<file path="src/rtl/str2int_pkg.sv">
// Shared state encoding and BCD/ASCII constants for the str2int BCD-to-binary converter.
package str2int_pkg;

  typedef enum logic [1:0] {
    IDLE  = 2'd0,
    SHIFT = 2'd1,
    DONE  = 2'd2
  } state_t;

  localparam logic [3:0] BCD_MAX      = 4'd9;
  localparam logic [3:0] BCD_CORR_THR = 4'd8;
  localparam logic [3:0] BCD_CORR     = 4'd3;
  localparam logic [7:0] ASCII_ZERO   = 8'h30;
  localparam logic [7:0] ASCII_NINE   = 8'h39;

endpackage

</file>
<file path="src/rtl/str2int_bcd_shr_corr.sv">
// Per-digit correction applied after each right shift of the BCD register.
module bcd_shr_corr
  import str2int_pkg::*;
(
  input  logic [3:0] iDigit,
  output logic [3:0] oDigit
);

  assign oDigit = (iDigit >= BCD_CORR_THR) ? (iDigit - BCD_CORR) : iDigit;

endmodule

</file>
<file path="src/rtl/str2int.sv">
// Sequential BCD-to-binary converter (reverse double-dabble, one iteration per clock).
// Define STR2INT_ASCII_EN to accept one ASCII character per digit instead of packed BCD.
//
// state | meaning
// IDLE  | waiting for iStart
// SHIFT | conversion in progress
// DONE  | result (or error) held on outputs
module str2int
  import str2int_pkg::*;
#(
  parameter int DIGITS = 4,
  parameter int BIN_W  = 16
) (
  input  logic                iClock,
  input  logic                iReset,
  input  logic                iStart,
`ifdef STR2INT_ASCII_EN
  input  logic [8*DIGITS-1:0] iString,
`else
  input  logic [4*DIGITS-1:0] iString,
`endif
  output logic [BIN_W-1:0]    oBinary,
  output logic                oDone,
  output logic                oError
);

  localparam int BCD_W = 4 * DIGITS;
  localparam int CNT_W = (BIN_W > 1) ? $clog2(BIN_W) : 1;
  localparam logic [CNT_W-1:0] LAST_ITER = CNT_W'(BIN_W - 1);

  state_t           state;
  logic [BCD_W-1:0] bcdReg;
  logic [BIN_W-1:0] binReg;
  logic [CNT_W-1:0] iterCnt;

  logic [BCD_W-1:0] capBcd;
  logic             capErr;

  // Reduce the input to BCD nibbles and flag any digit that is not 0..9.
  always_comb begin
    capBcd = '0;
    capErr = 1'b0;
    for (int i = 0; i < DIGITS; i++) begin
`ifdef STR2INT_ASCII_EN
      if ((iString[8*i +: 8] < ASCII_ZERO) || (iString[8*i +: 8] > ASCII_NINE))
        capErr = 1'b1;
      capBcd[4*i +: 4] = iString[8*i +: 4];
`else
      if (iString[4*i +: 4] > BCD_MAX)
        capErr = 1'b1;
      capBcd[4*i +: 4] = iString[4*i +: 4];
`endif
    end
  end

  logic [BCD_W+BIN_W-1:0] shifted;
  logic [BCD_W-1:0]       bcdShr;
  logic [BCD_W-1:0]       bcdNext;
  logic [BIN_W-1:0]       binNext;

  assign shifted = {bcdReg, binReg} >> 1;
  assign bcdShr  = shifted[BCD_W+BIN_W-1:BIN_W];
  assign binNext = shifted[BIN_W-1:0];

  for (genvar i = 0; i < DIGITS; i++) begin : digit_array
    bcd_shr_corr uCorr (
      .iDigit (bcdShr[4*i +: 4]),
      .oDigit (bcdNext[4*i +: 4])
    );
  end

  always_ff @(posedge iClock) begin
    if (iReset) begin
      state   <= IDLE;
      oBinary <= '0;
      oDone   <= 1'b0;
      oError  <= 1'b0;
      iterCnt <= '0;
      bcdReg  <= '0;
      binReg  <= '0;
    end else begin
      case (state)
        IDLE, DONE: begin
          if (iStart) begin
            if (capErr) begin
              state   <= DONE;
              oDone   <= 1'b1;
              oError  <= 1'b1;
              oBinary <= '0;
            end else begin
              state   <= SHIFT;
              oDone   <= 1'b0;
              oError  <= 1'b0;
              bcdReg  <= capBcd;
              binReg  <= '0;
              iterCnt <= '0;
            end
          end
        end
        SHIFT: begin
          bcdReg  <= bcdNext;
          binReg  <= binNext;
          iterCnt <= iterCnt + 1'b1;
          if (iterCnt == LAST_ITER) begin
            oBinary <= binNext;
            oDone   <= 1'b1;
            state   <= DONE;
          end
        end
        default: state <= IDLE;
      endcase
    end
  end

endmodule
</file>
<file path="config.mk">
export PLATFORM = sky130hd
export DESIGN_NAME = str2int
export DESIGN_NICKNAME = d
export VERILOG_FILES = /design/src/rtl/str2int_pkg.sv /design/src/rtl/str2int_bcd_shr_corr.sv /design/src/rtl/str2int.sv
export SDC_FILE = /design/constraint.sdc
export NUM_CORES = 1
export LEC_CHECK = 0
export ABC_AREA = 1
export CORE_ASPECT_RATIO = 1.4
export CORE_MARGIN = 10
export CORE_UTILIZATION = 45
export CTS_BUF_LIST = sky130_fd_sc_hd__clkbuf_16
export DETAILED_ROUTE_END_ITERATION = 8
export PLACE_DENSITY = 0.71
export SYNTH_ARGS = -nofsm -noshare
export SYNTH_HDL_FRONTEND = slang
export SYNTH_HIERARCHICAL = 1
export SYNTH_SLANG_ARGS = --single-unit
</file>
<file path="constraint.sdc">
create_clock -name iClock -period 1.2 [get_ports iClock]
set_input_delay 0.24 -clock iClock [delete_from_list [all_inputs] [get_ports iClock]]
set_output_delay 0.24 -clock iClock [all_outputs]
set_load 0.02 [all_outputs]
</file>
---- Word level (Yosys, flattened, before mapping) ----
Index checks and enable logic that the tools add are counted.
storage, ports and cells
  flip-flop bits (word level) ............. 56
operators by class
  add/subtract/negate cells ............... 5
  magnitude comparators ................... 8
  eq/ne operators ......................... 7
  muxes and demuxes ....................... 29
  reductions and logical operators ........ 8
operators by type and width
  operator                                                               number
  16-bit 2-to-1 mux                                                      7
  16-bit one-hot mux with 2 select lines                                 3
  4-bit 2-to-1 mux                                                       6
  4-bit greater-than comparator, second input constant                   4
  4-bit >= comparator, second input constant                             3
  4-bit by 2-bit subtractor with 4-bit output, second input constant     3
  2-bit != test, second input constant                                   4
  4-bit one-hot mux with 2 select lines                                  1
  1-bit 2-to-1 mux                                                       7
  2-bit 2-to-1 mux                                                       3
  3-bit AND reduction                                                    2
  4-bit by 1-bit adder with 4-bit output, second input constant          1
  4-bit equality test, second input constant                             1
  3-bit by 4-bit >= comparator with 1-bit output, second input constant  1
  2-bit one-hot mux with 2 select lines                                  1
  2-bit AND reduction                                                    2
  4-bit AND reduction                                                    1
  3-bit by 2-bit subtractor with 4-bit output, second input constant     1
  2-bit by 1-bit equality test with 1-bit output, second input constant  1
  2-bit equality test, second input constant                             1
  2-bit logical NOT                                                      1
  1-bit one-hot mux with 2 select lines                                  1
  2-bit nonzero test                                                     1
  2-bit OR reduction                                                     1

---- Depth between registers and ports, before layout ----
Gate-level depths: netlist of run 1.
  depth in word-level cells ............... 8
  mapped depth ............................ 11
  gate-level depth less buffers ........... 11

---- By module ----
Netlist of run 1, hierarchy kept.
by module, submodules not included
  module        instances  cells an instance  area each (um^2)  seq. area each (um^2)
  str2int       1          372                2499.9            1101.1
  bcd_shr_corr  4          16                 88.8              0.0

---- Least setup slack after synthesis of run 1 ----
Ideal clock, no wire load.
  path kind ............................... reg2reg
  start point ............................. reg iterCnt[0]
  end point ............................... reg oBinary[3]
  arrival time ............................ 1192 ps
  data required time ...................... 1087 ps
  slack ................................... -105 ps
  stages on the path, launching flop included .. 11
  buffers on the path ..................... 1
  period minus slack after synthesis ...... 1305 ps
  cells stage by stage .................... dfxtp_1 ha_1 nand3_1 nand2_1 nand2_2 clkinv_4 nand2_4 buf_6 nand2_1 nand2_1 nor2_1
on the way
  longest elaborated chain between the ends .. 3
RTL lines
  element                        RTL line        source
  from (decl)                    str2int.sv:34   logic [CNT_W-1:0] iterCnt;
  from (signal assigned)         str2int.sv:103  iterCnt <= iterCnt + 1'b1;
  4-bit equality test            str2int.sv:104  if (iterCnt == LAST_ITER) begin
  2-bit != test (no line)        -
  4-bit AND reduction (no line)  -
  to (signal assigned)           str2int.sv:105  oBinary <= binNext;
  to (decl)                      str2int.sv:22   output logic [BIN_W-1:0] oBinary,
No other way between the ends.
A chain may end at the register's enable or synchronous reset.

---- Worst setup path after layout of run 1 ----
  start point ............................. reg state[0]
  end point ............................... reg oBinary[9]
on the way
  longest elaborated chain between the ends .. 4
  elaborated cells on any way between the ends .. 10
RTL lines
  element                                                               RTL line       source
  from (decl)                                                           str2int.sv:31  state_t state;
  from (signal assigned)                                                str2int.sv:74  state <= IDLE;
  from (signal assigned)                                                str2int.sv:86  state <= DONE;
  from (signal assigned)                                                str2int.sv:91  state <= SHIFT;
  2-bit equality test / 2-bit logical NOT (equally long branches)       str2int.sv:82  case (state)
  2-bit OR reduction                                                    str2int.sv:82
  2-bit != test (no line) / 2-bit nonzero test (equally long branches)  -
  4-bit AND reduction (no line)                                         -
Parallel ways exist; a longest one is shown, timed or not.

==> results.toml, run 1 <==
[run_status]
status = "finished with violations"
violations = "setup timing"

[critical_path]
path_buf_inv = 4
cp_max_fo = 7
crit_path_end_kind = "register"
critPathKind = "reg2reg"
max_stage_delay_ps = 360
path_cells = "inv_4 > nor2_8 > inv_4 > nand2_8 > nand2_8 > clkinv_8 > nand2_8 > buf_6 > nor2_2 > nor2_1"
crit_path_top_delay_cell = "dfxtp_2"
rr_worst_depth = 10
crit_path_start_kind = "register"
crit_top_cell = "nand2_8"
crit_required_ps = 1390
cp_num_cells = 10
cp.arrival_ps = 1500
cp_top_family = "simple AND/OR/NAND/NOR gates"

[sta]
setup_violations = 36
fin_crit_sh = 1.09
fmax_ghz = 0.764
min_period_ps = 1310
slew_violations = 0
rsz0062_at_grt = "yes"
fin_skew_ps = 2.86
hold_viol = 0
worst_slack_ps = -108

[yosys]
synth_edf_count = 0
yosys.area.top_type = "dfxtp_1"
ys_seq_area_frac = 0.386
synth-seq-cells = 55
syn_area_um2 = 2860
ys.flop_type = "dfxtp_1"
netlist_instances = 436
async_flop_share = 0
avgSynthCellArea_um2 = 6.55
synth_area_leaders = "dfxtp_1 39%, nand2_1 19%, nor2_1 10%, inv_1 5.5%, nand3b_1 4.2%"
yosys_warnings = 6
synth.distinct_cells = 25
netlist.area_leader.share = 0.386

[clock_network]
cts_buffer_depth = 2
cts_sinks = 55
hold_buffers = 0
clkTransAtPathRegs_ps = 70
htree_levels = 2
clk_latency_ps = 290
root_buffer = "clkbuf_16"
cts_buffers = 5
cts_tree = "built"

[detailed_routing]
drc = 0
vias_per_cell = 4.95
postRouteWirelength_mm = 7.69
firstDrtPassIters = 4
dr_total_vias = 2923
ant_nets = 0
wire_per_inst_um = 13.0
dr.first_iter.drc_count = 74

[floorplanning]
dieArea_um2 = 9980
die_width_um = 87.3
row_count = 34
dieHeight_um = 114
initial_core_util = 0.460
io_pins = 37
placeableCoreArea_um2 = 6210

[grt]
globalRouteOverflowTotal = 0
grt_pass1_vias = 2925
grt_pass1_wl_mm = 13.0
groute.usage.overall = 0.155
grt_max_degree = 33
antenna_found_initial = 0

[power]
power_density_nw_per_um2 = 1160
peakVddDrop_v = 0.00101
cellLeakagePower_uw = 0.00195
fin_total_pwr_uw = 4780

[job]
maxCapViolCount = 0

[placed_design]
place_hpwl_mm = 4.83
io_buffers = 36
gp_congestion = 0.819
dp.cells = 569
preCtsSetupSlack_ps = -650

[final_layout]
diodes = 0
filler_cell_count = 543
nNetsFinal = 545
finalNonFillerCells = 590
drive_gt1_frac = 0.288
final_core_util = 0.664
syn_to_final_growth_pct = 44.3

[min_path]
min_path_type = "reg2reg"
min_path_cells = 2
## Yosys cell counts (2+ instances only)
library cell / count
nand2_1: 145
nor2_1: 77
dfxtp_1: 55
inv_1: 42
a21oi_1: 23
nand3_1: 18
nand3b_1: 16
o21ai_0: 12
ha_1: 9
clkbuf_1: 6
a21boi_1: 4
buf_2: 4
xor2_1: 4
buf_4: 3
inv_2: 3
nand2_2: 3
buf_6: 2
nand2_4: 2
or2_2: 2
## per-stage QoR
stage / cell area (um^2) / TNS, ps / hold slack [ps]
6_report: 4120 / -2250 / 461
5_1_grt: 4120 / -6050 / 485
4_1_cts: 4090 / -1780 / 462
3_5_place_dp: 3560 / -27280 / 452
3_3_place_gp: 3560 / -25660 / 448
2_1_floorplan: 2900 / -541 / 309
## path summary, 6_finish.rpt
kind / slack [ps] / startpoint / end
worst max-delay path: -110 / state[0] / oBinary[9]
worst min-delay path: 460 / binReg[12] / binReg[12]
worst max register to register: -110 / state[0] / oBinary[9]
worst min register to register: 460 / binReg[12] / binReg[12]
## routing by layer
layer,GRT usage,up-vias,share of wire
met5,0,-,0
li1,-,1494,-
met4,0.0469,0,0.015
met1,0.170,1352,0.40
met3,0.0385,13,0.052
met2,0.283,64,0.53
## worst register-to-register path: stages, from the launching register on
cell,delay [ps]
dfxtp_2,360
inv_4,60
nor2_8,150
inv_4,70
nand2_8,90
nand2_8,70
clkinv_8,80
nand2_8,90
buf_6,140
nor2_2,70
nor2_1,40
## power breakdown
part           leakage, uW  switching, uW  internal, uW
sequential        0.000453           89.5          1940
combinational      0.00142            619           498
clock            0.0000812            666           975
## cell usage in the layout (no fill, tap or decap), types with 6 or more instances in the layout
cell and instances:
nor2_2 10, clkbuf_2 8, clkdlybuf4s15_1 6, dlygate4sd2_1 9, buf_6 9, nand2_1 136
a21oi_2 10, nand2_2 7, conb_1 6, buf_4 32, nand3b_1 16, nand3_1 8
a21oi_1 13, dfxtp_2 10, dfxtp_1 45, clkdlybuf4s50_1 6, inv_1 37, nor2_1 63
nand3_2 10, inv_2 6
## registers in the layout, indices dropped and copies added (netlist names)
signal and cells:
binReg 15, oDone 1, oBinary 16, oError 1, bcdReg 16, state 2, iterCnt 4
## layout make-up
| cell class | instances | area (um^2) | area share |
|---|---|---|---|
| repair buffers | 84 | 766 | 0.186 |
| flip-flops and latches | 55 | 1110 | 0.270 |
| inverters | 47 | 201 | 0.0489 |
| clock inverters | 3 | 38.8 | 0.00941 |
| multi-input cells | 324 | 1790 | 0.434 |
| clock buffers | 5 | 125 | 0.0304 |
| well taps | 72 | 90.1 | 0.0219 |
## what timing repair did
item / CTS / global route
pin swaps: 38 / 15
setup buffers: 13 / 1
gates resized for setup: 125 / 45
setup endpoints to repair: 73 / 68
gates cloned: 3 / 0
## cell families (layout without fill, tap and decap cells)
| group | count (synthesis) | after routing | share of synthesized area |
|---|---|---|---|
| XOR/XNOR | 4 | 4 | 0.0123 |
| adder cells (fa/ha/maj) | 9 | 9 | 0.0394 |
| other | 1 | 6 | 0.00131 |
| buffers and inverters | 63 | 139 | 0.0964 |
| AO/OA/AOI/OAI | 40 | 40 | 0.0736 |
| flip-flops | 55 | 55 | 0.386 |
| AND/OR/NAND/NOR | 264 | 265 | 0.391 |
No activity file was read; power rests on OpenSTA's default activity.
==> run 2, diff against run 1 <==
--- a/config.mk
+++ b/config.mk
@@ -11,7 +11,8 @@
 export CORE_UTILIZATION = 45
 export CTS_BUF_LIST = sky130_fd_sc_hd__clkbuf_16
 export DETAILED_ROUTE_END_ITERATION = 8
-export PLACE_DENSITY = 0.71
+export DONT_BUFFER_PORTS = 1
+export PLACE_DENSITY = 0.63
 export SYNTH_ARGS = -nofsm -noshare
 export SYNTH_HDL_FRONTEND = slang
 export SYNTH_HIERARCHICAL = 1
==> results.toml, run 2 (same netlist as run 1, synthesis figures left out) <==
[grt]
grt_use_met3 = 0.0392
use_met1 = 0.149
grt_max_degree = 24
grt_pass1_wl_mm = 11.2
antenna_found_initial = 0
grt_pass1_vias = 2484
busiest_layer = "met2"
globalRouteOverflowTotal = 0
groute.usage.overall = 0.135
grtUsageMet2 = 0.239

[final_layout]
nNetsFinal = 502
diodes = 0
syn_to_final_growth_pct = 24.8
final_area_um2 = 3560
biggestRegsByFlops = "bcdReg: 16 flops, oBinary: 16 flops, binReg: 15 flops"
layout_common_cells = "138 x nand2_1, 73 x nor2_1, 45 x dfxtp_1"
drive_gt1_frac = 0.198
final_common_cell = "nand2_1"
filler_cell_count = 594

[clock_network]
clk_latency_ps = 290
root_buffer = "clkbuf_16"
htree_levels = 2
cts_buffers = 5
clkTransAtPathRegs_ps = 70
cts_tree = "built"
cts_sinks = 55
cts_buffer_depth = 2

[sta]
min_period_ps = 1320
rsz0062_at_grt = "yes"
slew_violations = 0
fmax_ghz = 0.755
setup_violations = 46
hold_viol = 0
fin_crit_sh = 1.10
worst_slack_ps = -124
fin_skew_ps = 4.59

[run_status]
status = "finished with violations"
violations = "setup timing"

[critical_path]
cp_max_fo = 7
max_stage_delay_ps = 350
path_cells = "inv_4 > nor2_8 > inv_4 > nand2_4 > nand2_4 > clkinv_4 > nand2_8 > clkbuf_16 > nor2_1 > nor2_1"
crit_path_start_kind = "register"
critPathKind = "reg2reg"
crit_required_ps = 1390
crit_path_top_delay_cell = "dfxtp_2"
cp.arrival_ps = 1510
crit_path_end_kind = "register"

[power]
power_density_nw_per_um2 = 1200
peakVddDrop_v = 0.000946
cellLeakagePower_uw = 0.00167
fin_total_pwr_uw = 4290

[job]
maxCapViolCount = 0

[detailed_routing]
dr_total_vias = 2643
vias_per_cell = 4.83
wire_per_inst_um = 12.6
dr.first_iter.drc_count = 84
drc = 0
firstDrtPassIters = 5
ant_nets = 0
postRouteWirelength_mm = 6.91

[floorplanning]
dieHeight_um = 114
initial_core_util = 0.460
io_pins = 37
placeableCoreArea_um2 = 6210
dieArea_um2 = 9980
row_count = 34
die_width_um = 87.3

[min_path]
min_path_type = "in2reg"

[placed_design]
placed_cell_area_um2 = 3150
io_buffers = 0
place_hpwl_mm = 4.79
gp_congestion = 0.872
run 2: area by class of cell:
type | instances | area (um^2) | share of cell area
inverters | 47 | 191 | 0.0537
clock inverters | 3 | 16.3 | 0.00456
repair buffers | 42 | 399 | 0.112
well taps | 72 | 90.1 | 0.0253
multi-input cells | 323 | 1620 | 0.455
clock buffers | 5 | 125 | 0.0351
flip-flops and latches | 55 | 1120 | 0.314
run 2: what timing repair did:
action | 4_1_cts | 5_1_grt
setup endpoints to repair | 44 | 53
pin swaps | 6 | 13
hold endpoints to repair | 1 | 3
resized for setup | 25 | 18
buffers inserted | 5 | 2
cloned | 0 | 2
run 2: path summary, 6_finish.rpt:
path / slack [ps] / depth (start not counted) / end / start
worst min-delay path: 7 / 1 / iterCnt[1] / iReset
worst max-delay path: -120 / 10 / oBinary[11] / state[0]
worst max register to register: -120 / 10 / oBinary[11] / state[0]
worst min register to register: 450 / 2 / binReg[4] / binReg[4]
run 2: routing by layer:
metal  up-vias  wire, um
met2        42      3580
met4         0        79
li1       1396         -
met1      1199      2800
met3         6       459
met5         -         0
run 2: power by group:
| group | switching (uW) | total (uW) | internal, uW |
|---|---|---|---|
| registers | 173 | 2110 | 1930 |
| logic | 421 | 779 | 358 |
| clock network | 641 | 1400 | 763 |
| total | 1240 | 4290 | 3050 |
run 2: through the flow:
stage | hold WS (ps) | std cells | setup TNS, ps | util | setup WS [ps]
after CTS | -2.04 | 541 | -943 | 0.550 | -70.2
after global placement | 308 | 528 | -2460 | 0.507 | -143
after floorplan | 309 | 441 | -541 | - | -56.9
after global routing | -0.0619 | 547 | -7490 | 0.574 | -211
final | 7.48 | 547 | -2300 | 0.574 | -124
after detailed placement | 309 | 528 | -4010 | 0.507 | -180
run 2: critical path, delay by kind of cell (launching register included):
kind | cells | cell delay, ps
buffers and inverters | 4 | 330
flip-flops | 1 | 350
AND/OR/NAND/NOR | 6 | 520
==> run 3, diff against run 2 <==
--- a/config.mk
+++ b/config.mk
@@ -12,8 +12,10 @@
 export CTS_BUF_LIST = sky130_fd_sc_hd__clkbuf_16
 export DETAILED_ROUTE_END_ITERATION = 8
 export DONT_BUFFER_PORTS = 1
+export GPL_ROUTABILITY_DRIVEN = 0
 export PLACE_DENSITY = 0.63
 export SYNTH_ARGS = -nofsm -noshare
 export SYNTH_HDL_FRONTEND = slang
 export SYNTH_HIERARCHICAL = 1
 export SYNTH_SLANG_ARGS = --single-unit
+export TNS_END_PERCENT = 20
==> results.toml, run 3 (same netlist as run 1, synthesis figures left out) <==
[sta]
fin_crit_sh = 1.07
fmax_ghz = 0.782
hold_viol = 0
rsz0062_at_grt = "yes"
min_period_ps = 1280
slew_violations = 0
worst_slack_ps = -79.0
fin_skew_ps = 4.44
fin_hold_ws_ps = 4.70
setup_violations = 27

[grt]
antenna_found_initial = 0
grt_pass1_wl_mm = 10.7
grt_pass1_vias = 2415
groute.usage.overall = 0.131
grt_max_degree = 23
globalRouteOverflowTotal = 0

[placed_design]
dp.cells = 530
placed_cell_area_um2 = 3150
place_hpwl_mm = 4.66
io_buffers = 0

[clock_network]
clk_latency_ps = 290
cts_sinks = 55
cts_buffer_depth = 2
cts_buffers = 5
cts_tree = "built"
clkTransAtPathRegs_ps = 70
root_buffer = "clkbuf_16"
htree_levels = 2

[power]
power_frac_clock = 0.330
p_int_uw = 3050
switching_share = 0.290
peakVddDrop_v = 0.00121
combPwrFrac = 0.180
cellLeakagePower_uw = 0.00166
switchingPower_uw = 1250
p_seq_frac = 0.490
power_density_nw_per_um2 = 1210

[critical_path]
crit_required_ps = 1390
crit_path_end_kind = "register"
worstSetupStartpoint = "state[0]"
cp_max_fo = 7
crit_path_start_kind = "register"
critPathKind = "reg2reg"
r2r_start = "state[0]"
r2r_end = "oBinary[10]"
rrSetupSlack_ps = -80
rr_worst_depth = 10
cp.arrival_ps = 1470

[min_path]
min_path_cells = 1
hold_end = "binReg[13]"
min_path_type = "in2reg"
holdCritStartpoint = "iReset"

[final_layout]
finalNonFillerCells = 547
drive_gt1_frac = 0.200
nNetsFinal = 502
filler_cell_count = 600
diodes = 0
final_area_um2 = 3540
layout_common_cells = "140 x nand2_1, 73 x nor2_1, 45 x dfxtp_1"
biggestRegsByFlops = "bcdReg: 16 flops, oBinary: 16 flops, binReg: 15 flops"
final_common_cell = "nand2_1"
syn_to_final_growth_pct = 23.9

[detailed_routing]
wire_per_inst_um = 12.1
drc = 0
ant_nets = 0
firstDrtPassIters = 5
postRouteWirelength_mm = 6.62
vias_per_cell = 4.82
dr_total_vias = 2638
dr.first_iter.drc_count = 90

[floorplanning]
row_count = 34
dieArea_um2 = 9980
io_pins = 37
die_width_um = 87.3
dieHeight_um = 114
initial_core_util = 0.460
placeableCoreArea_um2 = 6210

[job]
maxCapViolCount = 0

[run_status]
violations = "setup timing"
status = "finished with violations"
run 3: changes by cell type in the layout (fill, tap and decap cells not counted), sizes merged:
cell / previous run / this run
inv: 47 / 48
buf: 38 / 39
clkinv: 2 / 1
clkbuf: 7 / 5
nand2: 150 / 151
run 3: final cells by class:
cell class | count | area, um^2 | share of cell area
clock buffer | 5 | 125 | 0.0354
clock inverter | 3 | 16.3 | 0.00460
inverter | 47 | 194 | 0.0548
multi-input combinational | 324 | 1630 | 0.461
sequential | 55 | 1120 | 0.316
tap | 72 | 90.1 | 0.0255
timing repair buffer | 41 | 364 | 0.103
run 3: metal layers:
metal / share of wire / track usage / routed length [um] / vias to the layer above
met5: 0 / 0 / 0 / -
met4: 0.017 / 0.0512 / 115 / 0
met3: 0.062 / 0.0363 / 412 / 9
met2: 0.50 / 0.234 / 3290 / 43
met1: 0.42 / 0.139 / 2800 / 1182
li1: - / - / - / 1404
run 3: stage by stage:
step,total power (uW),util,setup slack (ps),setup TNS (ps)
floorplan,2600,-,-57.0,-644
global placement,2780,0.507,-183,-3700
detailed placement,2790,0.507,-207,-4000
CTS,4300,0.554,-78.7,-2650
global route,4520,0.570,-153,-4350
finish,4300,0.570,-79.0,-967
run 3: power groups by stage:
stage	logic (uW)	registers, uW	clock network [uW]
2_1_floorplan	480	2120	0
3_3_place_gp	639	2140	0
4_1_cts	733	2110	1460
6_report	775	2100	1420
5_1_grt	879	2120	1520
3_5_place_dp	648	2140	0
run 3: what timing repair did:
item	CTS	global route
hold buffers	1	1
pin swaps	11	14
resized for setup	27	21
setup endpoints to repair	48	54
buffers inserted	5	1
gates cloned	1	0
endpoints found under the hold margin	2	4
run 3: worst max path at each step:
stage          slack, ps          end  cells after the start
2_1_floorplan        -60   oBinary[3]                     10
3_3_place_gp        -180  oBinary[13]                      8
3_5_place_dp        -210   oBinary[0]                      8
4_1_cts              -80   bcdReg[14]                      9
5_1_grt             -150   oBinary[5]                     11
6_report             -80  oBinary[10]                     10
run 3: critical path: stages (launching register included):
cell and delay (ps):
dfxtp_2 350, inv_4 60, nor2_8 140, inv_4 50, nand2_4 80, nand2_4 80
inv_8 80, buf_12 100, nand2_8 60, nor2_1 120, nor2_1 50
